File: src/rtl/keypad_pkg.sv
// Shared types and constants for the 4x4 keypad scanner: FSM encoding, key map, debounce default.
package keypad_pkg;

  typedef enum logic [1:0] {
    SCAN     = 2'd0,
    DEBOUNCE = 2'd1,
    PRESSED  = 2'd2,
    RELEASE  = 2'd3
  } state_e;

  localparam int DEB_TICKS_DEFAULT = 4;

  // Nibble {row,col} holds the hex code; row 3 maps '*' to E and '#' to F.
  localparam logic [63:0] KEYMAP = 64'hDF0E_C987_B654_A321;

  function automatic logic [3:0] key_lookup(input logic [1:0] r, input logic [1:0] c);
    return KEYMAP[{r, c, 2'b00} +: 4];
  endfunction

  // Lowest-numbered row pulled low wins when several keys share a column.
  function automatic logic [1:0] lowest_zero(input logic [3:0] rows);
    logic [1:0] idx;
    idx = 2'd3;
    for (int i = 3; i >= 0; i--) begin
      if (!rows[i]) idx = 2'(i);
    end
    return idx;
  endfunction

endpackage

File: src/rtl/key_sync.sv
// Two-flop synchronizer for the asynchronous keypad rows; 2 cycles latency, idles at all ones.
module key_sync (
  input  logic       clk,
  input  logic       rst,
  input  logic [3:0] row_i,
  output logic [3:0] rs_o
);

  logic [3:0] meta_q;
  logic [3:0] sync_q;

  always_ff @(posedge clk or negedge rst) begin
    if (!rst) begin
      meta_q <= 4'hF;
      sync_q <= 4'hF;
    end else begin
      meta_q <= row_i;
      sync_q <= meta_q;
    end
  end

  assign rs_o = sync_q;

endmodule

File: src/rtl/keypad_scanner.sv
// Column-strobing 4x4 keypad scanner with press/release debounce and a 6-digit entry shift register.
// Decisions only on scan_f ticks; key_valid pulses one cycle after the accepting tick.
module keypad_scanner
  import keypad_pkg::*;
#(
  parameter int DEB_TICKS = DEB_TICKS_DEFAULT
) (
  input  logic        clk,
  input  logic        rst,
  input  logic        scan_f,
  input  logic        clr,
  input  logic [3:0]  row_in,
  output logic [3:0]  col_out,
  output logic        key_valid,
  output logic [3:0]  key_code,
  output logic        key_held,
  output logic [23:0] hex
);

  localparam logic [4:0] DEB_LIMIT = 5'(DEB_TICKS);

  logic [3:0]  rs;
  state_e      state_q,     state_d;
  logic [1:0]  col_idx_q,   col_idx_d;
  logic [1:0]  row_q,       row_d;
  logic [3:0]  deb_cnt_q,   deb_cnt_d;
  logic        key_valid_q, key_valid_d;
  logic [3:0]  key_code_q,  key_code_d;
  logic        key_held_q,  key_held_d;
  logic [23:0] hex_q,       hex_d;
  logic        accept;
  logic [4:0]  deb_inc;
  logic        row_hi;

  key_sync u_sync (
    .clk   (clk),
    .rst   (rst),
    .row_i (row_in),
    .rs_o  (rs)
  );

  assign deb_inc = {1'b0, deb_cnt_q} + 5'd1;
  assign row_hi  = rs[row_q];

  always_comb begin
    state_d    = state_q;
    col_idx_d  = col_idx_q;
    row_d      = row_q;
    deb_cnt_d  = deb_cnt_q;
    key_held_d = key_held_q;
    key_code_d = key_code_q;
    accept     = 1'b0;

    if (scan_f) begin
      unique case (state_q)
        SCAN: begin
          if (rs == 4'hF) begin
            col_idx_d = col_idx_q + 2'd1;
          end else begin
            row_d     = lowest_zero(rs);
            deb_cnt_d = 4'd1;
            state_d   = DEBOUNCE;
          end
        end
        DEBOUNCE: begin
          if (!row_hi) begin
            deb_cnt_d = deb_inc[3:0];
            if (deb_inc >= DEB_LIMIT) begin
              accept     = 1'b1;
              key_held_d = 1'b1;
              key_code_d = key_lookup(row_q, col_idx_q);
              state_d    = PRESSED;
            end
          end else begin
            // Bounce: rescan the same column rather than skipping past the key.
            state_d = SCAN;
          end
        end
        PRESSED: begin
          if (row_hi) begin
            deb_cnt_d = 4'd1;
            state_d   = RELEASE;
          end
        end
        RELEASE: begin
          if (row_hi) begin
            deb_cnt_d = deb_inc[3:0];
            if (deb_inc >= DEB_LIMIT) begin
              key_held_d = 1'b0;
              col_idx_d  = col_idx_q + 2'd1;
              state_d    = SCAN;
            end
          end else begin
            state_d = PRESSED;
          end
        end
        default: state_d = SCAN;
      endcase
    end

    key_valid_d = accept;

    // Clear wins over a same-cycle accept; the code still lands in key_code.
    if (clr) begin
      hex_d = 24'h0;
    end else if (accept) begin
      hex_d = {hex_q[19:0], key_code_d};
    end else begin
      hex_d = hex_q;
    end
  end

  always_ff @(posedge clk or negedge rst) begin
    if (!rst) begin
      state_q     <= SCAN;
      col_idx_q   <= 2'd0;
      row_q       <= 2'd0;
      deb_cnt_q   <= 4'd0;
      key_valid_q <= 1'b0;
      key_code_q  <= 4'd0;
      key_held_q  <= 1'b0;
      hex_q       <= 24'h0;
    end else begin
      state_q     <= state_d;
      col_idx_q   <= col_idx_d;
      row_q       <= row_d;
      deb_cnt_q   <= deb_cnt_d;
      key_valid_q <= key_valid_d;
      key_code_q  <= key_code_d;
      key_held_q  <= key_held_d;
      hex_q       <= hex_d;
    end
  end

  assign col_out   = ~(4'b0001 << col_idx_q);
  assign key_valid = key_valid_q;
  assign key_code  = key_code_q;
  assign key_held  = key_held_q;
  assign hex       = hex_q;

endmodule

File: config.mk
export PLATFORM = sky130hd
export DESIGN_NAME = keypad_scanner
export DESIGN_NICKNAME = d
export VERILOG_FILES = /design/src/rtl/keypad_pkg.sv /design/src/rtl/key_sync.sv /design/src/rtl/keypad_scanner.sv
export SDC_FILE = /design/constraint.sdc
export NUM_CORES = 1
export LEC_CHECK = 0
export CORE_ASPECT_RATIO = 1.1
export CORE_MARGIN = 4
export CORE_UTILIZATION = 46
export CTS_CLUSTER_SIZE = 40
export DETAILED_ROUTE_END_ITERATION = 8
export GPL_ROUTABILITY_DRIVEN = 0
export PLACE_DENSITY = 0.85
export RECOVER_POWER = 50
export SETUP_SLACK_MARGIN = 0.4
export SYNTH_ARGS = -nofsm -noshare
export SYNTH_HDL_FRONTEND = slang
export SYNTH_SLANG_ARGS = --single-unit
File: constraint.sdc
create_clock -name clk -period 1.7 [get_ports clk]
set_input_delay 0.255 -clock clk [delete_from_list [all_inputs] [get_ports clk]]
set_output_delay 0.255 -clock clk [all_outputs]
set_load 0.02 [all_outputs]
After elaboration in Yosys (flattened, before gate mapping)
Index checks and enable logic that the tools add are counted.
Widths: inputs -> output; s select.

cells by class
  $add $sub $neg = 2
  magnitude comparators = 2
  eq/ne operators = 13
  shift-type cells = 2
  muxes and demuxes = 36
  bitwise operators = 2
  reduce and logical (&&, ||, !) cells = 9

operators by type and width
  cell                     count
  $shiftx 64x7->4 const A  1
  $mux 24                  2
  $mux 4                   8
  $mux 2                   11
  $pmux 4 s4               1
  $reduce_and 5->1         3
  $ne 2x2->1 const B       7
  $mux 1                   10
  $pmux 2 s4               1
  $ne 3x3->1 const B       2
  $reduce_and 6->1         1
  $reduce_bool 2->1        3
  $add 4x1->5 const B      1
  $ge 5x3->1 const B       1
  $eq 2x2->1 const B       2
  $eq 4x4->1 const B       1
  $not 4->4                1
  $pmux 2 s2               1
  $shl 1x2->4 const A      1
  $lt 2x3->1 const B       1
  $reduce_and 3->1         1
  $add 2x1->2 const B      1
  $bmux 1 s2               1
  $eq 2x1->1 const B       1
  3 further kinds          3

storage, ports and cells
  flip-flop bits (word level) = 48
  bits of input ports = 8
  output and inout bits = 34
  logic and storage cells = 76

Logic depth before layout (Yosys ltp)
Gate-level depths: netlist (run 1).

  depth in word-level cells = 8
  depth in mapped cells = 8
  gate-level depth less buffers = 7

Hierarchy
Synthesis (run 1) repeated with hierarchy kept, for this count alone.

second synthesis, totals
  cell total of the unflattened synthesis = 255
  area, all modules = 2421.1 µm²

by module, submodules not included
  module          instances  cells an instance  area an instance (µm²)  seq. area each (µm²)
  keypad_scanner  1          247                2210.9                  1001.0
  key_sync        1          8                  210.2                   210.2

Least setup slack after synthesis (run 1)
Ideal clock, no wire load.

  path type = reg-to-reg
  from = register row_q[0]
  to = register hex_q[1] (netlist: hex[1])
  library setup time = 0.135 ns
  data arrival time = 1.694 ns
  required time = 1.565 ns
  setup slack = -0.129 ns
  cell stages (with the launch flop) = 6
  path buffers = 0
  clock period less this slack = 1.829 ns
  cell sequence = dfrtp_1 -> mux4_2 -> nor2_1 -> o2111ai_2 -> a2111oi_2 -> nor3_1

on the way
  longest elaborated chain between the ends = 7
  elaborated cells on any way between the ends = 13
  those cells by class = shift (1); mux (11); reduce/logical (1)

ends and longest elaborated chain
  item                                                  RTL line                                    source
  from (decl)                                           keypad_scanner.sv:25                        logic [1:0] row_q, row_d;
  from (signal assigned)                                keypad_scanner.sv:126                       row_q <= row_d;
  $shiftx 64x7->4 / $bmux 1 s2 (equally long branches)  keypad_pkg.sv:17, keypad_scanner.sv:43
  $mux 4 / $mux 1 (equally long branches)               keypad_scanner.sv:68, keypad_scanner.sv:43
  $mux 4                                                keypad_scanner.sv:66                        if (!row_hi) begin
  $mux 4                                                keypad_scanner.sv:55                        unique case (state_q)
  $mux 4                                                keypad_scanner.sv:54                        if (scan_f) begin
  $mux 24                                               keypad_scanner.sv:106                       end else if (accept) begin
  $mux 24                                               keypad_scanner.sv:104                       if (clr) begin
  to (signal assigned)                                  keypad_scanner.sv:122                       hex_q <= 24'h0;
  to (signal assigned)                                  keypad_scanner.sv:131                       hex_q <= hex_d;
  to (decl)                                             keypad_scanner.sv:30                        logic [23:0] hex_q, hex_d;

Several ways; a longest one is shown, not always the timed one. The select of a mux whose other input is x is not followed.
A chain may end at the register's enable or synchronous reset.

Final worst setup path (run 1)
  from = register deb_cnt_q[1]
  to = register key_held_q (netlist: key_held)

on the way
  longest elaborated chain between the ends = 4
  elaborated cells on any way between the ends = 5
  those cells by class = add/sub (1); order compare (1); eq/ne (2); reduce/logical (1)

ends and longest elaborated chain
  item                                 RTL line                                    source
  from (decl)                          keypad_scanner.sv:26                        logic [3:0] deb_cnt_q, deb_cnt_d;
  from (signal assigned)               keypad_scanner.sv:127                       deb_cnt_q <= deb_cnt_d;
  $add 4x1->5 *                        keypad_scanner.sv:42                        assign deb_inc = {1'b0, deb_cnt_q} + 5'd1;
  $ge 5x3->1 *                         keypad_scanner.sv:68, keypad_scanner.sv:88
  $ne 2x2->1 (no source line)          --
  $reduce_and 6->1 (no source line) *  --
  to (signal assigned)                 keypad_scanner.sv:130                       key_held_q <= key_held_d;
  to (decl)                            keypad_scanner.sv:29                        logic key_held_q, key_held_d;

Every way passes the cells marked *; elsewhere a longest branch is shown, timed or not.

==> out/qor.yml, run 1 <==
global_routing:
  groute.usage.overall_pct: 18.8
  antenna_found_initial: 0
  grt_overflow: 0
  grt_pass1_wl_mm: 8.57
  first_global_vias: 1868
  grt_max_degree: 39
cts:
  cts_num_sinks: 48
  h-tree-depth: 2
  cts_tree: "done"
  root_buffer: "clkbuf_8"
  clk_path_buf_depth: 2
  clk_latency_ns: 0.32
  cts_made_buffers: 5
  path_clk_slew_ns: 0.10
synth:
  avgSynthCellArea_um2: 9.81
  netlist_area_um2: 2180
  syn_nets: 238
  synth_edf_count: 0
  synthArstFlopShare_pct: 100
  synth-main-ff-cell: "dfrtp_1"
  synth_cells: 222
  ys_seq_elements: 48
  yosysWarnings: 0
  ys_types: 37
  yosysSeqAreaShare_pct: 55.6
finish:
  area_delta_synth_final_pct: 58.3
  n_antenna_cell: 0
  layout-drive-gt1-share_pct: 57.2
  fin_area_um2: 3450
  layout.nets: 319
  multi_input_area_um2: 1260
  seqCellArea_um2: 1210
  mostFrequentLayoutCells: "dfrtp_1 (37), nand2_1 (30), buf_4 (28), clkbuf_2 (26), a21oi_2 (17)"
  layout_commonest_cell: "dfrtp_1"
  n_fill_cell: 267
  finalNonFillerCells: 358
detailed_routing:
  ant_nets: 0
  wl_per_cell_um: 19.4
  routed_wl_mm: 6.93
  drt-pass1-iter-count: 4
  route.detailed.drc: 0
  vias_per_cell: 5.58
  vias: 1997
  drt_iter0_markers: 130
placement:
  place_hpwl_mm: 3.36
  io_buffers: 41
  dpl.cell_count: 330
  dp_worst_setup_slack_ns: -0.0880
  placed_area_um2: 2870
run:
  drv_cap: 0
floorplanning:
  rows: 25
  die_area_um2: 5900
  start_util_pct: 49.0
  die_w_um: 73.6
  dieHeight_um: 80.2
  ios: 42
  fp.coreArea_um2: 4440
run_status:
  failed_checks: "setup timing"
  status: "complete, but fails checks"
sta:
  final-hold-violation-count: 0
  tightest_slew_ns: 0.554
  period_share_pct: 110
  finalCriticalPeriod_ns: 1.86
  max_slew_margin_pct: 63.1
  setup_slack_ns: -0.162
  fin_worst_skew_ns: 0.0123
  finalSetupViolations: 35
  rsz0062_at_grt: "yes"
  fmax_ghz: 0.537
  slew_violations: 0
power:
  swShare_pct: 40.5
  combPwrFrac_pct: 51.9
  seqPwrFrac_pct: 32.6
  p_leak_nw: 1.52
  powerDensity_nw_per_um2: 1420
  pwr-share-clk_pct: 15.5
  p_int_w: 0.00291
  fin_total_pwr_w: 0.00489
  p_switching_w: 0.00198
  ir_drop_uv: 1020
worst_setup_path:
  path_max_fanout: 6
  critical_path_class: "reg -> reg"
  cp-end-kind: "flop"
  worstPathArrival_ns: 2.06
  cp_data_required_time_ns: 1.90
  cp-start-kind: "flop"
  r2r_cells: 7
min_path:
  hold_class: "reg -> reg"
  hold_depth: 0
==> per-layer routing <==
| metal | global-route usage [%] | part of all wire, % | routed length, um |
|---|---|---|---|
| met1 | 23.6 | 37 | 2540 |
| met2 | 30.2 | 53 | 3710 |
| met3 | 4.26 | 5.9 | 410 |
| met4 | 8.88 | 4.0 | 277 |
| met5 | 0 | 0 | 0 |
==> registers in the layout, summed over array words and instances, names as in the netlist, named ones only <==
register,count
key_valid,1
state_q,1
deb_cnt_q,4
col_idx_q,2
key_code,4
u_sync.meta_q,4
u_sync.rs_o,4
hex,24
row_q,2
key_held,1
==> cells by family (layout without fill, tap and decap cells) <==
family / after synthesis / in the layout / synth area share (%)
AO/OA/AOI/OAI: 56 / 56 / 15.9
flip-flops: 48 / 48 / 55.6
AND/OR/NAND/NOR: 78 / 78 / 14.7
buffers and inverters: 23 / 105 / 4.60
multiplexers: 6 / 6 / 3.39
XOR/XNOR: 3 / 3 / 1.21
adder cells (fa/ha/maj): 8 / 8 / 4.60
==> metrics by stage <==
step	hold slack (ns)	util, %	setup TNS (ns)
2_1_floorplan	-0.0406	-	-0.264
3_5_place_dp	0.141	64.6	-1.44
6_report	0.349	77.6	-2.89
5_1_grt	0.362	77.6	-5.77
3_3_place_gp	0.139	64.6	-0.0859
4_1_cts	0.342	70.3	-1.95
==> final cells by class <==
class / instances / share of cell area (%)
Timing Repair Buffer: 87 / 22.1
Clock buffer: 6 / 2.40
Tap cell: 54 / 1.96
Clock inverter: 2 / 0.399
Multi-Input combinational cell: 151 / 36.4
Sequential cell: 48 / 35.2
Inverter: 10 / 1.45
==> cell usage after synthesis (2+ instances only) <==
cell type / instances / area, um^2
clkbuf_1: 8 / 30.0
a22o_1: 2 / 17.5
nor3b_1: 2 / 15.0
ha_1: 8 / 100
o211ai_1: 2 / 15.0
xnor2_1: 3 / 26.3
dfrtp_1: 40 / 1000
mux2i_1: 4 / 40.0
nor3_1: 4 / 20.0
a21oi_1: 30 / 150
o21ai_0: 8 / 40.0
o22ai_1: 2 / 12.5
a211oi_1: 3 / 22.5
dfstp_2: 8 / 210
nand2_1: 54 / 203
buf_4: 3 / 22.5
nor2_1: 12 / 45.0
nand2b_1: 2 / 12.5
inv_1: 9 / 33.8
==> critical path, stage by stage (launching register included) <==
cell and delay [ns]:
dfrtp_1 0.42, ha_4 0.19, nand2_2 0.05, o21ba_4 0.21, o2111ai_4 0.28, clkinv_4 0.16, buf_6 0.17, a211o_1 0.25
==> power groups by stage <==
stage	sequential [W]	clock, W	combinational, W
after global routing	0.00162	0.000811	0.00269
after CTS	0.00157	0.000750	0.00205
after detailed placement	0.00156	0	0.00176
after global placement	0.00155	0	0.00170
after floorplan	0.00157	0	0.00105
final	0.00159	0.000759	0.00254
==> path summary, 6_finish.rpt <==
kind | startpoint | end | slack [ns]
worst max-delay path | deb_cnt_q[1] | key_held | -0.16
worst min-delay path | u_sync.meta_q[0] | u_sync.rs_o[0] | 0.35
worst max register to register | deb_cnt_q[1] | key_held | -0.16
worst min register to register | u_sync.meta_q[0] | u_sync.rs_o[0] | 0.35
max in group asynchronous | rst | col_idx_q[0] | 0.26
min in group asynchronous | rst | hex[17] | 0.43
==> repair_timing <==
| action | in CTS | in global routing |
|---|---|---|
| setup buffers | 5 | 9 |
| resized for setup | 106 | 113 |
| setup endpoints to repair | 72 | 70 |
| gates cloned | 0 | 5 |
| pin swaps | 10 | 23 |
| hold endpoints to repair | 10 | 0 |
| hold buffers | 1 | 0 |
No activity file was read; power rests on OpenSTA's default activity.
==> run 2: changes to the inputs <==
Settings changed: PLACE_DENSITY 0.85 to 0.76.
==> out/qor.yml, run 2 (synthesized netlist as in run 1, its figures left out) <==
detailed_routing:
  routed_wl_mm: 5.40
  drt-pass1-iter-count: 4
  route.detailed.drc: 0
  vias: 1895
  wl_per_cell_um: 15.3
  vias_per_cell: 5.35
  ant_nets: 0
  drt_iter0_markers: 147
worst_setup_path:
  critPathMaxStageDelay_ns: 0.56
  critical_path_class: "reg -> reg"
  cp_num_buf_inv: 2
  crit_cells: 7
  cp_data_required_time_ns: 1.93
  cp_slowest_cell: "mux4_2"
  r2r_cells: 7
  crit_family: "multiplexers"
  ff2ff_setup_slack_ns: -0.11
  timing.rr.start: "row_q[0]"
  cp-start-kind: "flop"
  cp-end-kind: "flop"
  startpoint: "row_q[0]"
  path_max_fanout: 19
  worstPathArrival_ns: 2.04
  cp_cell_sequence: "mux4_2, nor2_4, o2111ai_4, clkinv_4, buf_12, nand2_1, a21oi_2"
cts:
  cts_num_sinks: 48
  path_clk_slew_ns: 0.09
  h-tree-depth: 2
  clk_path_buf_depth: 2
  clk_latency_ns: 0.30
  cts_tree: "done"
  root_buffer: "clkbuf_8"
  cts_made_buffers: 5
finish:
  n_fill_cell: 306
  largest_reg_flops: 24
  layout-drive-gt1-share_pct: 41.7
  fin_area_um2: 3270
  area_delta_synth_final_pct: 50.1
  n_antenna_cell: 0
  post-route-util_pct: 73.5
  layout_commonest_cell: "nand2_1"
  layout.nets: 315
  mostFrequentLayoutCells: "nand2_1 (53), dfrtp_1 (37), buf_4 (30)"
min_path:
  hold_class: "reg -> reg"
  hold_depth: 0
  hold_start: "u_sync.meta_q[0]"
sta:
  final-hold-violation-count: 0
  hold_slack_ns: 0.360
  max_slew_margin_pct: 23.0
  rsz0062_at_grt: "yes"
  period_share_pct: 106
  tightest_slew_ns: 1.16
  fin_worst_skew_ns: 0.00659
  fmax_ghz: 0.554
  finalCriticalPeriod_ns: 1.81
  setup_slack_ns: -0.106
  finalSetupViolations: 34
  slew_violations: 0
global_routing:
  grt_overflow: 0
  first_global_vias: 1898
  grt_max_degree: 29
  antenna_found_initial: 0
  groute.usage.overall_pct: 18.8
  grt_pass1_wl_mm: 8.77
power:
  ir_drop_uv: 1130
  p_leak_nw: 1.44
  powerDensity_nw_per_um2: 1410
run:
  drv_cap: 0
floorplanning:
  rows: 25
  start_util_pct: 49.0
  dieHeight_um: 80.2
  ios: 42
  die_area_um2: 5900
  fp.coreArea_um2: 4440
  die_w_um: 73.6
run_status:
  status: "complete, but fails checks"
  failed_checks: "setup timing"
placement:
  place_hpwl_mm: 3.41
  io_buffers: 41
  placed_area_um2: 2880
==> run 2: cell count changes in the layout (fill, tap and decap cells not counted), moves of 3 or more <==
cell             change
nand2_1             +23
clkbuf_2            -17
nand2_4             -14
clkdlybuf4s15_1     +13
nand2_2              -9
dlygate4sd2_1        +4
clkbuf_16            -3
==> run 2: repair_timing <==
action,4_1_cts,5_1_grt
setup endpoints to repair,72,68
resized for setup,93,54
hold buffers,1,0
hold endpoints to repair,18,0
buffers inserted,10,6
pin swaps,6,5
cloned,0,0
==> run 2: cell type report <==
| type | instances | area (um^2) | area share, % |
|---|---|---|---|
| flip-flops and latches | 48 | 1210 | 37.2 |
| repair buffers | 83 | 744 | 22.8 |
| multi-input cells | 151 | 1100 | 33.6 |
| well taps | 54 | 67.6 | 2.07 |
| clock buffers | 6 | 82.6 | 2.53 |
| clock inverters | 2 | 13.8 | 0.421 |
| inverters | 10 | 47.5 | 1.46 |
==> run 2: power breakdown <==
part	switching, W	internal, W
Clock	0.000396	0.000333
Combinational	0.00113	0.00117
Sequential	0.000249	0.00134
==> run 2: path summary, 6_finish.rpt <==
kind,endpoint
hold reg to reg,u_sync.rs_o[0]
setup reg to reg,hex[15]
setup / recovery,hex[15]
min in group asynchronous,hex[17]
hold / removal,u_sync.rs_o[0]
max in group asynchronous,u_sync.rs_o[3]
==> run 2: metrics by stage <==
stage	setup WS, ns	total power, W	setup TNS, ns	instances
2_1_floorplan	-0.0137	0.00262	-0.264	222
6_report	-0.106	0.00461	-1.75	354
5_1_grt	-0.206	0.00488	-5.93	354
3_5_place_dp	-0.111	0.00328	-1.90	329
4_1_cts	-0.122	0.00434	-2.45	348
3_3_place_gp	-0.0563	0.00324	-0.615	329
==> run 2: layer usage <==
metal  global-route usage, %  part of all wire (%)  wire (um)
met5                       0                     0          0
met3                    3.38                   3.1        170
met2                    31.5                    51       2780
met4                    5.25                   1.6         85
met1                    24.8                    44       2360
==> run 2: worst register-to-register path, delay by kind of cell, from the launching register on <==
family                 cells  cell delay (ns)
multiplexers               1             0.56
buffers and inverters      2             0.28
AND/OR/NAND/NOR            2             0.21
AO/OA/AOI/OAI              2             0.31
flip-flops                 1             0.38
==> run 3: changes to the inputs <==
Settings changed: CORE_UTILIZATION 46 to 47, SYNTH_HIERARCHICAL set to 1.
==> out/qor.yml, run 3 <==
synth:
  yosysTopAreaCell: "dfrtp_1"
  yosysSeqAreaShare_pct: 50.0
  avgSynthCellArea_um2: 9.49
  synth_top_area_share_pct: 41.3
  synth-main-ff-cell: "dfrtp_1"
  netlist_area_um2: 2420
  yosysWarnings: 6
  yosys.cell_count.top_type: "a21oi_1"
  syn_nets: 271
  synth_cells: 255
  synthArstFlopShare_pct: 100
  synth_edf_count: 0
  ys_seq_elements: 48
  synth_common_cells: "a21oi_1 (42), dfrtp_1 (40), nand3_1 (24), o21ai_1 (20), nand2_1 (15)"
  ys_types: 47
  ys_top_cells_by_area: "dfrtp_1 (41%), a21oi_1 (8.7%), dfstp_2 (8.7%)"
finish:
  largest_reg_flops: 24
  mostFrequentLayoutCells: "dfrtp_1 (39), a21oi_1 (34), buf_4 (34), o21ai_1 (20)"
  n_antenna_cell: 0
  layout.nets: 345
  post-route-util_pct: 70.3
  layout-drive-gt1-share_pct: 35.5
  area_delta_synth_final_pct: 45.2
  finalNonFillerCells: 388
  layout_commonest_cell: "dfrtp_1"
power:
  ir_drop_uv: 1020
  p_leak_nw: 1.50
  powerDensity_nw_per_um2: 1470
worst_setup_path:
  timing.rr.start: "row_q[0]"
  path_max_fanout: 7
  regToRegEndpoint: "hex[1]"
  cp_num_buf_inv: 3
  worstPathArrival_ns: 2.15
  cp-start-kind: "flop"
  r2r_cells: 7
  ff2ff_setup_slack_ns: -0.23
  cp_cell_sequence: "mux4_2, buf_6, a311oi_4, buf_6, buf_4, a21oi_2, a211oi_1"
  crit_family: "multiplexers"
  cp_data_required_time_ns: 1.92
  crit_top_cell: "buf_6"
  cp-end-kind: "flop"
  critPathMaxStageDelay_ns: 0.55
  critical_path_class: "reg -> reg"
  cp_slowest_cell: "mux4_2"
sta:
  period_share_pct: 114
  fin_worst_skew_ns: 0.00970
  final-hold-violation-count: 0
  setup_slack_ns: -0.231
  hold_slack_ns: 0.358
  max_slew_margin_pct: 58.7
  finalCriticalPeriod_ns: 1.93
  tightest_slew_ns: 0.619
  fmax_ghz: 0.518
  finalSetupViolations: 34
  rsz0062_at_grt: "yes"
  slew_violations: 0
global_routing:
  antenna_found_initial: 0
  grt_max_degree: 29
  groute.usage.overall_pct: 18.4
  grt_overflow: 0
  first_global_vias: 2045
  grt_pass1_wl_mm: 9.80
detailed_routing:
  vias_per_cell: 5.74
  drt-pass1-iter-count: 4
  routed_wl_mm: 6.17
  route.detailed.drc: 0
  vias: 2226
  drt_iter0_markers: 153
  wl_per_cell_um: 15.9
  ant_nets: 0
floorplanning:
  fp.coreArea_um2: 5000
  start_util_pct: 48.4
  rows: 27
  dieHeight_um: 83.3
  ios: 42
  die_w_um: 76.4
  die_area_um2: 6360
cts:
  path_clk_slew_ns: 0.09
  cts_tree: "done"
  cts_num_sinks: 48
  root_buffer: "clkbuf_8"
  clk_latency_ns: 0.30
  clk_path_buf_depth: 2
  cts_made_buffers: 5
  h-tree-depth: 2
run_status:
  failed_checks: "setup timing"
  status: "complete, but fails checks"
min_path:
  whs_endpoint: "u_sync/rs_o[1]"
  hold_depth: 0
  hold_start: "u_sync/meta_q[1]"
  hold_class: "reg -> reg"
placement:
  io_buffers: 41
  place_hpwl_mm: 3.93
  dpl.cell_count: 370
run:
  drv_cap: 0
## run 3: changes by cell type in the layout (fill, tap and decap cells not counted), moves of 3 or more
| cell | previous run | this run |
|---|---|---|
| o21ai_1 | 3 | 20 |
| nand3_1 | 0 | 18 |
| clkbuf_2 | 9 | 5 |
| o311ai_1 | 0 | 4 |
| inv_1 | 2 | 5 |
| a21oi_2 | 15 | 8 |
| nand2_1 | 53 | 13 |
| nor2_2 | 7 | 0 |
| nor3_1 | 3 | 6 |
| clkdlybuf4s15_1 | 15 | 18 |
| buf_4 | 30 | 34 |
| nor2_1 | 4 | 7 |
| a21oi_1 | 15 | 34 |
| nand3_2 | 1 | 6 |
## run 3: area by class of cell
cell class | instances | area, um^2
repair buffers | 89 | 810
clock inverters | 2 | 11.3
flip-flops and latches | 48 | 1210
clock buffers | 6 | 72.6
well taps | 58 | 72.6
fillers | 373 | 1480
multi-input cells | 173 | 1280
inverters | 12 | 52.6
## run 3: logic make-up after synthesis
kind of cell               synth area share [%]
buffers and inverters                      6.20
and+or+nand+nor                            14.2
DFF                                        50.0
AOI/OAI and AO/OA                          21.6
xor gates and xnor gates                  0.362
muxes                                      3.51
adders and majority gates                  4.13
## run 3: where the power goes
group	switching (W)	internal, W	leakage, nW
combinational	0.00161	0.00138	0.850
sequential	0.000168	0.00134	0.608
clock	0.000373	0.000286	0.0388
## run 3: worst max-delay path by stage
stage	start	to	cells after the start
5_1_grt	row_q[0]	hex[17]	7
3_3_place_gp	row_q[0]	hex[0]	6
6_report	row_q[0]	hex[1]	7
2_1_floorplan	row_q[0]	hex[10]	6
3_5_place_dp	row_q[0]	hex[0]	6
4_1_cts	row_q[0]	hex[0]	6
## run 3: worst register-to-register path: stages (launching register included)
cell and delay [ns]:
dfrtp_1 0.38, mux4_2 0.55, buf_6 0.14, a311oi_4 0.25, buf_6 0.16, buf_4 0.16
a21oi_2 0.06, a211oi_1 0.15
## run 3: routing by layer
layer / vias to the layer above / routed length (um) / part of all wire [%] / track usage (%)
met1: 1079 / 2530 / 41 / 23.3
li1: 1061 / - / - / -
met3: 7 / 315 / 5.1 / 3.25
met2: 79 / 3270 / 53 / 32.3
met5: - / 0 / 0 / 0
met4: 0 / 59 / 0.96 / 4.78
## run 3: what timing repair did
action                     4_1_cts  5_1_grt
pin swaps                        4        8
setup endpoints to repair       74       61
hold buffers                     1        0
gates resized for setup         97       44
gates cloned                     0        2
buffers inserted                 3        4
hold endpoints to repair        21        0
## run 3: through the flow
stage	setup TNS, ns	setup slack (ns)	total power, W	area, um^2
detailed placement	-3.67	-0.190	0.00398	3160
global route	-7.82	-0.291	0.00547	3520
finish	-5.55	-0.231	0.00516	3520
floorplan	-1.86	-0.0893	0.00305	2470
CTS	-3.52	-0.149	0.00489	3390
global placement	-2.03	-0.107	0.00392	3160
